File: src/rtl/shift_tick_ctrl_if.sv
// rtl/shift_tick_ctrl_if.sv - Control and status bundle between shift_tick_ctrl and its driver.
// The i_btn_pause member exists only when SHIFT_TICK_PAUSE_EN is defined.
interface shift_tick_ctrl_if;
   logic       i_run;
   logic [1:0] i_sel;
   logic       i_btn_dir;
`ifdef SHIFT_TICK_PAUSE_EN
   logic       i_btn_pause;
`endif
   logic       o_shift_enable;
   logic       o_shift_dir;
   logic       o_btn_state;

   modport master (
`ifdef SHIFT_TICK_PAUSE_EN
      output i_btn_pause,
`endif
      output i_run, i_sel, i_btn_dir,
      input  o_shift_enable, o_shift_dir, o_btn_state
   );

   modport slave (
`ifdef SHIFT_TICK_PAUSE_EN
      input  i_btn_pause,
`endif
      input  i_run, i_sel, i_btn_dir,
      output o_shift_enable, o_shift_dir, o_btn_state
   );
endinterface

File: src/rtl/shift_tick_ctrl.sv
// rtl/shift_tick_ctrl.sv - Shift-enable prescaler with debounced direction toggle button.
// Optional pause button and pause flag when SHIFT_TICK_PAUSE_EN is defined.

// Synchronizer plus debounce FSM; flag toggles once per accepted press.
module shift_tick_db #(
   parameter int unsigned DB_CYCLES = 1000000
) (
   input  logic clk,
   input  logic rst,
   input  logic raw,
   output logic level,
   output logic flag
);
   localparam int DBW = (DB_CYCLES > 1) ? $clog2(DB_CYCLES) : 1;
   localparam logic [DBW-1:0] DB_LAST = DBW'(DB_CYCLES - 1);

   typedef enum logic [1:0] {IDLE, DB_PRESS, PRESSED, DB_REL} state_t;

   state_t         state;
   logic [1:0]     sync;
   logic [DBW-1:0] db;
   logic           btn_s;

   assign btn_s = sync[1];

   always_ff @(posedge clk or posedge rst) begin
      if (rst) begin
         sync  <= 2'b00;
         state <= IDLE;
         db    <= '0;
         level <= 1'b0;
         flag  <= 1'b0;
      end else begin
         sync <= {sync[0], raw};
         case (state)
            IDLE: begin
               if (btn_s) begin
                  state <= DB_PRESS;
                  db    <= '0;
               end
            end
            DB_PRESS: begin
               if (!btn_s) begin
                  state <= IDLE;
               end else if (db == DB_LAST) begin
                  state <= PRESSED;
                  flag  <= ~flag;
                  level <= 1'b1;
               end else begin
                  db <= db + 1'b1;
               end
            end
            PRESSED: begin
               if (!btn_s) begin
                  state <= DB_REL;
                  db    <= '0;
               end
            end
            DB_REL: begin
               if (btn_s) begin
                  state <= PRESSED;
               end else if (db == DB_LAST) begin
                  state <= IDLE;
                  level <= 1'b0;
               end else begin
                  db <= db + 1'b1;
               end
            end
            default: state <= IDLE;
         endcase
      end
   end
endmodule

module shift_tick_ctrl #(
   parameter int          N_CNT     = 32,
   parameter int unsigned LIM0      = 12500000,
   parameter int unsigned LIM1      = 25000000,
   parameter int unsigned LIM2      = 50000000,
   parameter int unsigned LIM3      = 100000000,
   parameter int unsigned DB_CYCLES = 1000000
) (
   input  logic               clk,
   input  logic               i_ck_rst,
   shift_tick_ctrl_if.slave   bus
);
   logic [N_CNT-1:0] cnt;
   logic [N_CNT-1:0] lim;
   logic             run;

   always_comb begin
      lim = N_CNT'(LIM0);
      case (bus.i_sel)
         2'd0:    lim = N_CNT'(LIM0);
         2'd1:    lim = N_CNT'(LIM1);
         2'd2:    lim = N_CNT'(LIM2);
         default: lim = N_CNT'(LIM3);
      endcase
   end

`ifdef SHIFT_TICK_PAUSE_EN
   logic pause;
   logic pause_level;

   shift_tick_db #(.DB_CYCLES(DB_CYCLES)) u_pause_db (
      .clk   (clk),
      .rst   (i_ck_rst),
      .raw   (bus.i_btn_pause),
      .level (pause_level),
      .flag  (pause)
   );

   assign run = bus.i_run & ~pause;
`else
   assign run = bus.i_run;
`endif

   // ">=" rather than "==" so a shorter period selected mid-count wraps on the next edge.
   always_ff @(posedge clk or posedge i_ck_rst) begin
      if (i_ck_rst) begin
         cnt                <= '0;
         bus.o_shift_enable <= 1'b0;
      end else if (run) begin
         if (cnt >= lim - N_CNT'(1)) begin
            cnt                <= '0;
            bus.o_shift_enable <= 1'b1;
         end else begin
            cnt                <= cnt + N_CNT'(1);
            bus.o_shift_enable <= 1'b0;
         end
      end else begin
         bus.o_shift_enable <= 1'b0;
      end
   end

   shift_tick_db #(.DB_CYCLES(DB_CYCLES)) u_dir_db (
      .clk   (clk),
      .rst   (i_ck_rst),
      .raw   (bus.i_btn_dir),
      .level (bus.o_btn_state),
      .flag  (bus.o_shift_dir)
   );
endmodule
File: src/flat_wrapper.sv
// flat-port wrapper written by rule: the top's interface ports become plain ports
module shift_tick_ctrl_flat 
#(
   parameter int          N_CNT     = 32,
   parameter int unsigned LIM0      = 12500000,
   parameter int unsigned LIM1      = 25000000,
   parameter int unsigned LIM2      = 50000000,
   parameter int unsigned LIM3      = 100000000,
   parameter int unsigned DB_CYCLES = 1000000
)
  (clk, i_ck_rst, bus_i_run, bus_i_sel, bus_i_btn_dir, bus_o_shift_enable, bus_o_shift_dir, bus_o_btn_state);
  shift_tick_ctrl_if bus_i ();
  input  logic clk;
  input  logic i_ck_rst;
  input wire logic [$bits(bus_i.i_run)-1:0] bus_i_run;
  input wire logic [$bits(bus_i.i_sel)-1:0] bus_i_sel;
  input wire logic [$bits(bus_i.i_btn_dir)-1:0] bus_i_btn_dir;
  output wire logic [$bits(bus_i.o_shift_enable)-1:0] bus_o_shift_enable;
  output wire logic [$bits(bus_i.o_shift_dir)-1:0] bus_o_shift_dir;
  output wire logic [$bits(bus_i.o_btn_state)-1:0] bus_o_btn_state;
  assign bus_i.i_run = bus_i_run;
  assign bus_i.i_sel = bus_i_sel;
  assign bus_i.i_btn_dir = bus_i_btn_dir;
  assign bus_o_shift_enable = bus_i.o_shift_enable;
  assign bus_o_shift_dir = bus_i.o_shift_dir;
  assign bus_o_btn_state = bus_i.o_btn_state;
  shift_tick_ctrl #(.N_CNT(N_CNT), .LIM0(LIM0), .LIM1(LIM1), .LIM2(LIM2), .LIM3(LIM3), .DB_CYCLES(DB_CYCLES)) u_core (.clk(clk), .i_ck_rst(i_ck_rst), .bus(bus_i));
endmodule
File: config.mk
export PLATFORM = sky130hd
export DESIGN_NAME = shift_tick_ctrl_flat
export DESIGN_NICKNAME = d
export VERILOG_FILES = /design/src/rtl/shift_tick_ctrl_if.sv /design/src/rtl/shift_tick_ctrl.sv /design/src/flat_wrapper.sv
export SDC_FILE = /design/constraint.sdc
export NUM_CORES = 1
export LEC_CHECK = 0
export ABC_CLOCK_PERIOD_IN_PS = 3050
export CAP_MARGIN = 0
export CORE_ASPECT_RATIO = 0.75
export CORE_MARGIN = 2
export CORE_UTILIZATION = 30
export DETAILED_ROUTE_END_ITERATION = 12
export SLEW_MARGIN = 30
export SYNTH_ARGS = -nofsm -noshare
export SYNTH_HDL_FRONTEND = slang
export SYNTH_SLANG_ARGS = --single-unit
File: constraint.sdc
create_clock -name clk -period 3.05 [get_ports clk]
set_clock_uncertainty 0.2 [all_clocks]
set_input_delay 0.61 -clock clk [delete_from_list [all_inputs] [get_ports clk]]
set_output_delay 0.61 -clock clk [all_outputs]
set_load 0.03 [all_outputs]
# Yosys cells after proc, flatten, opt, wreduce, memory -nomap -nowiden
# Cells that the tools add are included.
# totals
register_bits	59
inputBits	6
output_inout_bits	3
elab_cells	55
# op_classes
n_addsub	3
n_lt_le_gt_ge	1
n_eq_ne	14
n_mux	22
n_bitwise	1
reduce_logical	7
# ops
cell	n
$mux 20	5
$pmux 27 s3	1
$pmux 20 s4	1
$add 32x1->32 const B	1
$ge 32x32->1	1
$mux 32	1
$sub 27x1->28 const B	1
$add 20x1->20 const B	1
$eq 20x20->1 const B	1
$mux 2	6
$ne 2x2->1 const B	6
$pmux 2 s4	1
$reduce_and 4->1	2
$eq 2x2->1 const B	3
$mux 1	6
$ne 3x3->1 const B	2
$reduce_and 5->1	1
$eq 2x1->1 const B	2
$logic_not 2->1	2
$reduce_and 3->1	1
$pmux 1 s2	1
$reduce_bool 2->1	1
$not 1->1	1

# Longest topological paths before layout
# depth
word_depth	6
ltp_mapped	10
mapped_depth_nobuf	9

# Hierarchy
# A second synthesis with hierarchy kept.
# hier_totals
cells_unflattened	405
area_unflattened_um2	3666.0
# by_module_without_submodules
mod	instances	cells_per_inst	area_each_um2	seq_area_each_um2
shift_tick_ctrl	1	255	2288.4	825.8
shift_tick_db	1	150	1377.6	650.6

# Worst setup path after synthesis
# OpenSTA, ideal clock, no wires.
# synth_timing
path_kind	input-to-reg
startpoint	input port bus_i_sel[1]
endpoint	register u_core.cnt[3]
setup_time_ns	0.135
t_arrival_ns	2.478
t_required_ns	2.715
slack_ns	0.237
path_stages	9
path_buffers	1
path_cell_list	inv_1 -> nor2_1 -> inv_1 -> ha_1 -> or4bb_1 -> or4_4 -> o21ai_2 -> buf_4 -> o221ai_2
# synth_via
elab_chain_len	5
elab_cells_between_ends	7
cone_classes	1 x add/sub; 1 x order compare; 2 x eq/ne; 2 x mux; 1 x reduce/logical
# synth_lines
item	line	rtl
from (decl)	flat_wrapper.sv:16	input wire logic [$bits(bus_i.i_sel)-1:0] bus_i_sel;
$eq 2x2->1, or another cell as far along	shift_tick_ctrl.sv:93	case (bus.i_sel)
$pmux 27 s3 *	shift_tick_ctrl.sv:93	
$sub 27x1->28 *	shift_tick_ctrl.sv:124	if (cnt >= lim - N_CNT'(1)) begin
$ge 32x32->1 *	shift_tick_ctrl.sv:124	
$mux 32 *	shift_tick_ctrl.sv:124	
to (signal assigned)	shift_tick_ctrl.sv:128	cnt <= cnt + N_CNT'(1);
to (decl)	shift_tick_ctrl.sv:87	logic [N_CNT-1:0] cnt;
# Mark *: on every way between the ends. The rest lies on a longest branch, timed or not.
# A chain may end at the register's enable or synchronous reset.

# Worst setup path after layout
# Same ends and word-level chain as after synthesis.

==> metrics.txt <==
RSZ-0062 raised after global routing=false; Placed Instances=563; Final Cycle Share=94.8%; footprint of the multi-input gates=2000 um2; WS Path Type=input port to flip-flop; Die Y=99.2 um; Ant. Diodes=0; clock net sink count=59; GR Util All Layers=13.9%; vias in the first global route=2,831; FF+latch area=1480 um2; Psw=0.593 mW; VDD IR max=0.233 mV; crit path DAT=2.88 ns; HP Class=flip-flop to flip-flop; CP Cell Sequence=dlygate4sd2_1, inv_1, nor2_2, inv_1, ha_1, or4bb_1, or4_4, o21ai_4, buf_6, o221ai_2; clk slew on worst S/H paths=0.05 ns; Syn. warnings=0; Tot Pwr=2.23 mW; max_cap viols=0; layout cell share with drive strength beyond 1=12.3%; CTS tree=done; fmax=0.346 GHz; crit start category=input port; Synth Instances=390; final std cells w/o fill=578; Port Buf Inserts=8; DR vias/cell=5.18; hold_buf cts=0; worst slew pin tran=0.745 ns; synth top area cells=dfrtp_1 41%, ha_1 6.9%, a21oi_1 5.1%; DP Area=4010 um2; Worst path top cell family by delay=simple AND/OR/NAND/NOR gates; core area=11,700 um2; worst stage delay on the critical path=0.57 ns; post-synthesis async set-or-reset flop share=100%; post-synthesis cell type count=57; top cell type's share of synthesized area=40.7%; Pleak=1.91 nW; Mean Syn Cell Area=9.30 um2; CTS root buffer=clkbuf_16; Die Width=131 um; WHS=0.150 ns; Fillers=1,151; Synth Net Count=416; P per Cell Area=514 nW/um2; Hold Vio Cnt, Final=0; Final min period=2.89 ns; endpoint class of the critical path=flip-flop; CP Data Required Time=3.04 ns; first-pass GRT wire length=14,400 um; DRT Wirelength=8410 um; CP most frequent cell=inv_1; slowest CP cell=or4_4; # nets final=438; clock tree buffer depth=2; Clock Latency Late Sink=0.33 ns; status=completed; CP max FO=11; Clock Power Share=46.0%; first-pass detailed-route iteration total=4; synthesis-to-finish area growth=19.5%; Top FF cell, synth=dfrtp_1; #FFs+latches synth=59; CP bufs+invs=4; Syn Std Cell Area=3630 um2; Comb pwr share=12.9%; leading area contributor after synthesis=dfrtp_1; internal power=1.63 mW; # IOs=9; CTS buffer count=9; fin area=4330 um2; DRT iter0 DRCs=272; Pins Over Slew Limit=0; H-tree depth=3; Slew HR=50.0%; Rows=34; Final ANT Viol Nets=0; wire length per cell=14.5 um; gr ovfl total=0; number of synthesized flops with an enable pin=0; DP HPWL=5870 um; initial cell density of the core=31.0%; setup violators final=0; routability cong.=0.808; die area=13,000 um2; DRC=0; initial antenna violation count=0; sequential share of power=41.1%; register area share after synthesis=40.7%; total number of vias=2,994; sw frac=26.7%; largest net degree at the start of global routing=60
cells in the mapped netlist, drive strengths merged (2+ instances only):
cell type and instances:
clkbuf 13, nor4 4, nor2 21, ha 20, o31ai 11, o221ai 2, a41o 2, nor2b 2
o21ai 22, and3 13, inv 19, nand3 18, xnor2 10, nor4b 2, nor3 2, and2 6
xor2 19, a22oi 2, a21oi 38, dfrtp 59, nand2b 6, nand4 21, a21o 2, and4 5
or3 5, a211oi 2, o211ai 5, a31oi 3, a22o 2, nand2 21, buf 6, o2111ai 5
or4b 2, or4 6
through the flow:
stage                     utilization, %  worst slack, ns  TNS (ns)
after floorplan                        -            0.237         0
after detailed placement            34.3           -0.517    -15.32
after global placement              34.3           -0.448    -13.24
final                               37.0            0.157         0
after global routing                37.0           0.0168         0
after CTS                           37.0            0.143         0
final timing paths:
kind                                              start                       to  slack (ns)  cells past startpoint
min in group asynchronous                      i_ck_rst    u_core.u_dir_db.db[5]        0.47                      3
worst min register to register  u_core.u_dir_db.sync[0]  u_core.u_dir_db.sync[1]        0.15                      0
worst max-delay path                       bus_i_sel[1]            u_core.cnt[3]        0.16                     10
worst min-delay path            u_core.u_dir_db.sync[0]  u_core.u_dir_db.sync[1]        0.15                      0
max in group asynchronous                      i_ck_rst            u_core.cnt[7]        1.92                      3
worst max register to register   u_core.u_dir_db.db[16]    u_core.u_dir_db.db[0]        0.31                      6
layout by cell type (no fill, tap or decap), drive strengths merged, types with 19 or more instances in the layout:
cell type | netlist | routed
xor2 | 19 | 19
ha | 20 | 20
nand2 | 21 | 21
dfrtp | 59 | 59
nand4 | 21 | 21
buf | 6 | 22
nor2 | 21 | 21
o21ai | 22 | 22
a21oi | 38 | 38
inv | 19 | 19
flip-flops by register name (all words and copies together), names as in the netlist, named ones only:
name and flops:
u_core.bus.o_shift_enable 1, u_core.cnt 32, u_core.u_dir_db.db 20, u_core.u_dir_db.flag 1, u_core.u_dir_db.level 1, u_core.u_dir_db.state 1
u_core.u_dir_db.sync 2
worst reg2reg max path, delay by kind of cell (launching register included):
family                 cells  cell delay [ns]
AND/OR/NAND/NOR            3             1.03
flip-flops                 1             0.40
buffers and inverters      1             0.18
AO/OA/AOI/OAI              2             0.79
per-layer routing:
layer | part of all wire (%) | track usage, % | vias up
li1 | - | - | 1492
met1 | 53 | 21.3 | 1441
met2 | 42 | 19.1 | 51
met3 | 3.7 | 3.12 | 10
met4 | 1.4 | 4.75 | 0
met5 | 0 | 0 | -
power groups by stage:
stage / combinational [mW] / clock (mW) / sequential [mW]
2_1_floorplan: 0.206 / 0 / 0.900
3_3_place_gp: 0.274 / 0 / 0.921
3_5_place_dp: 0.283 / 0 / 0.924
4_1_cts: 0.285 / 1.05 / 0.911
5_1_grt: 0.328 / 1.08 / 0.922
6_report: 0.287 / 1.02 / 0.915
repair_timing:
action	CTS	global route
pin swaps	0	0
cloned	0	0
setup endpoints to repair	33	2
gates resized for setup	5	2
buffers inserted	0	0
layout make-up:
type	instances	area share, %
flip-flops and latches	59	34.1
inverters	20	1.73
multi-input cells	292	46.3
clock buffers	11	5.83
well taps	162	4.68
clock inverters	4	1.16
repair buffers	30	6.27
logic make-up after synthesis:
logic type | synth area share [%]
AND/OR/NAND/NOR | 22.5
AO/OA/AOI/OAI | 18.3
flip-flops | 40.7
buffers and inverters | 4.45
XOR/XNOR | 7.00
adder cells (fa/ha/maj) | 6.90
other | 0.103
Note: power is estimated with default switching activity, not from simulation.
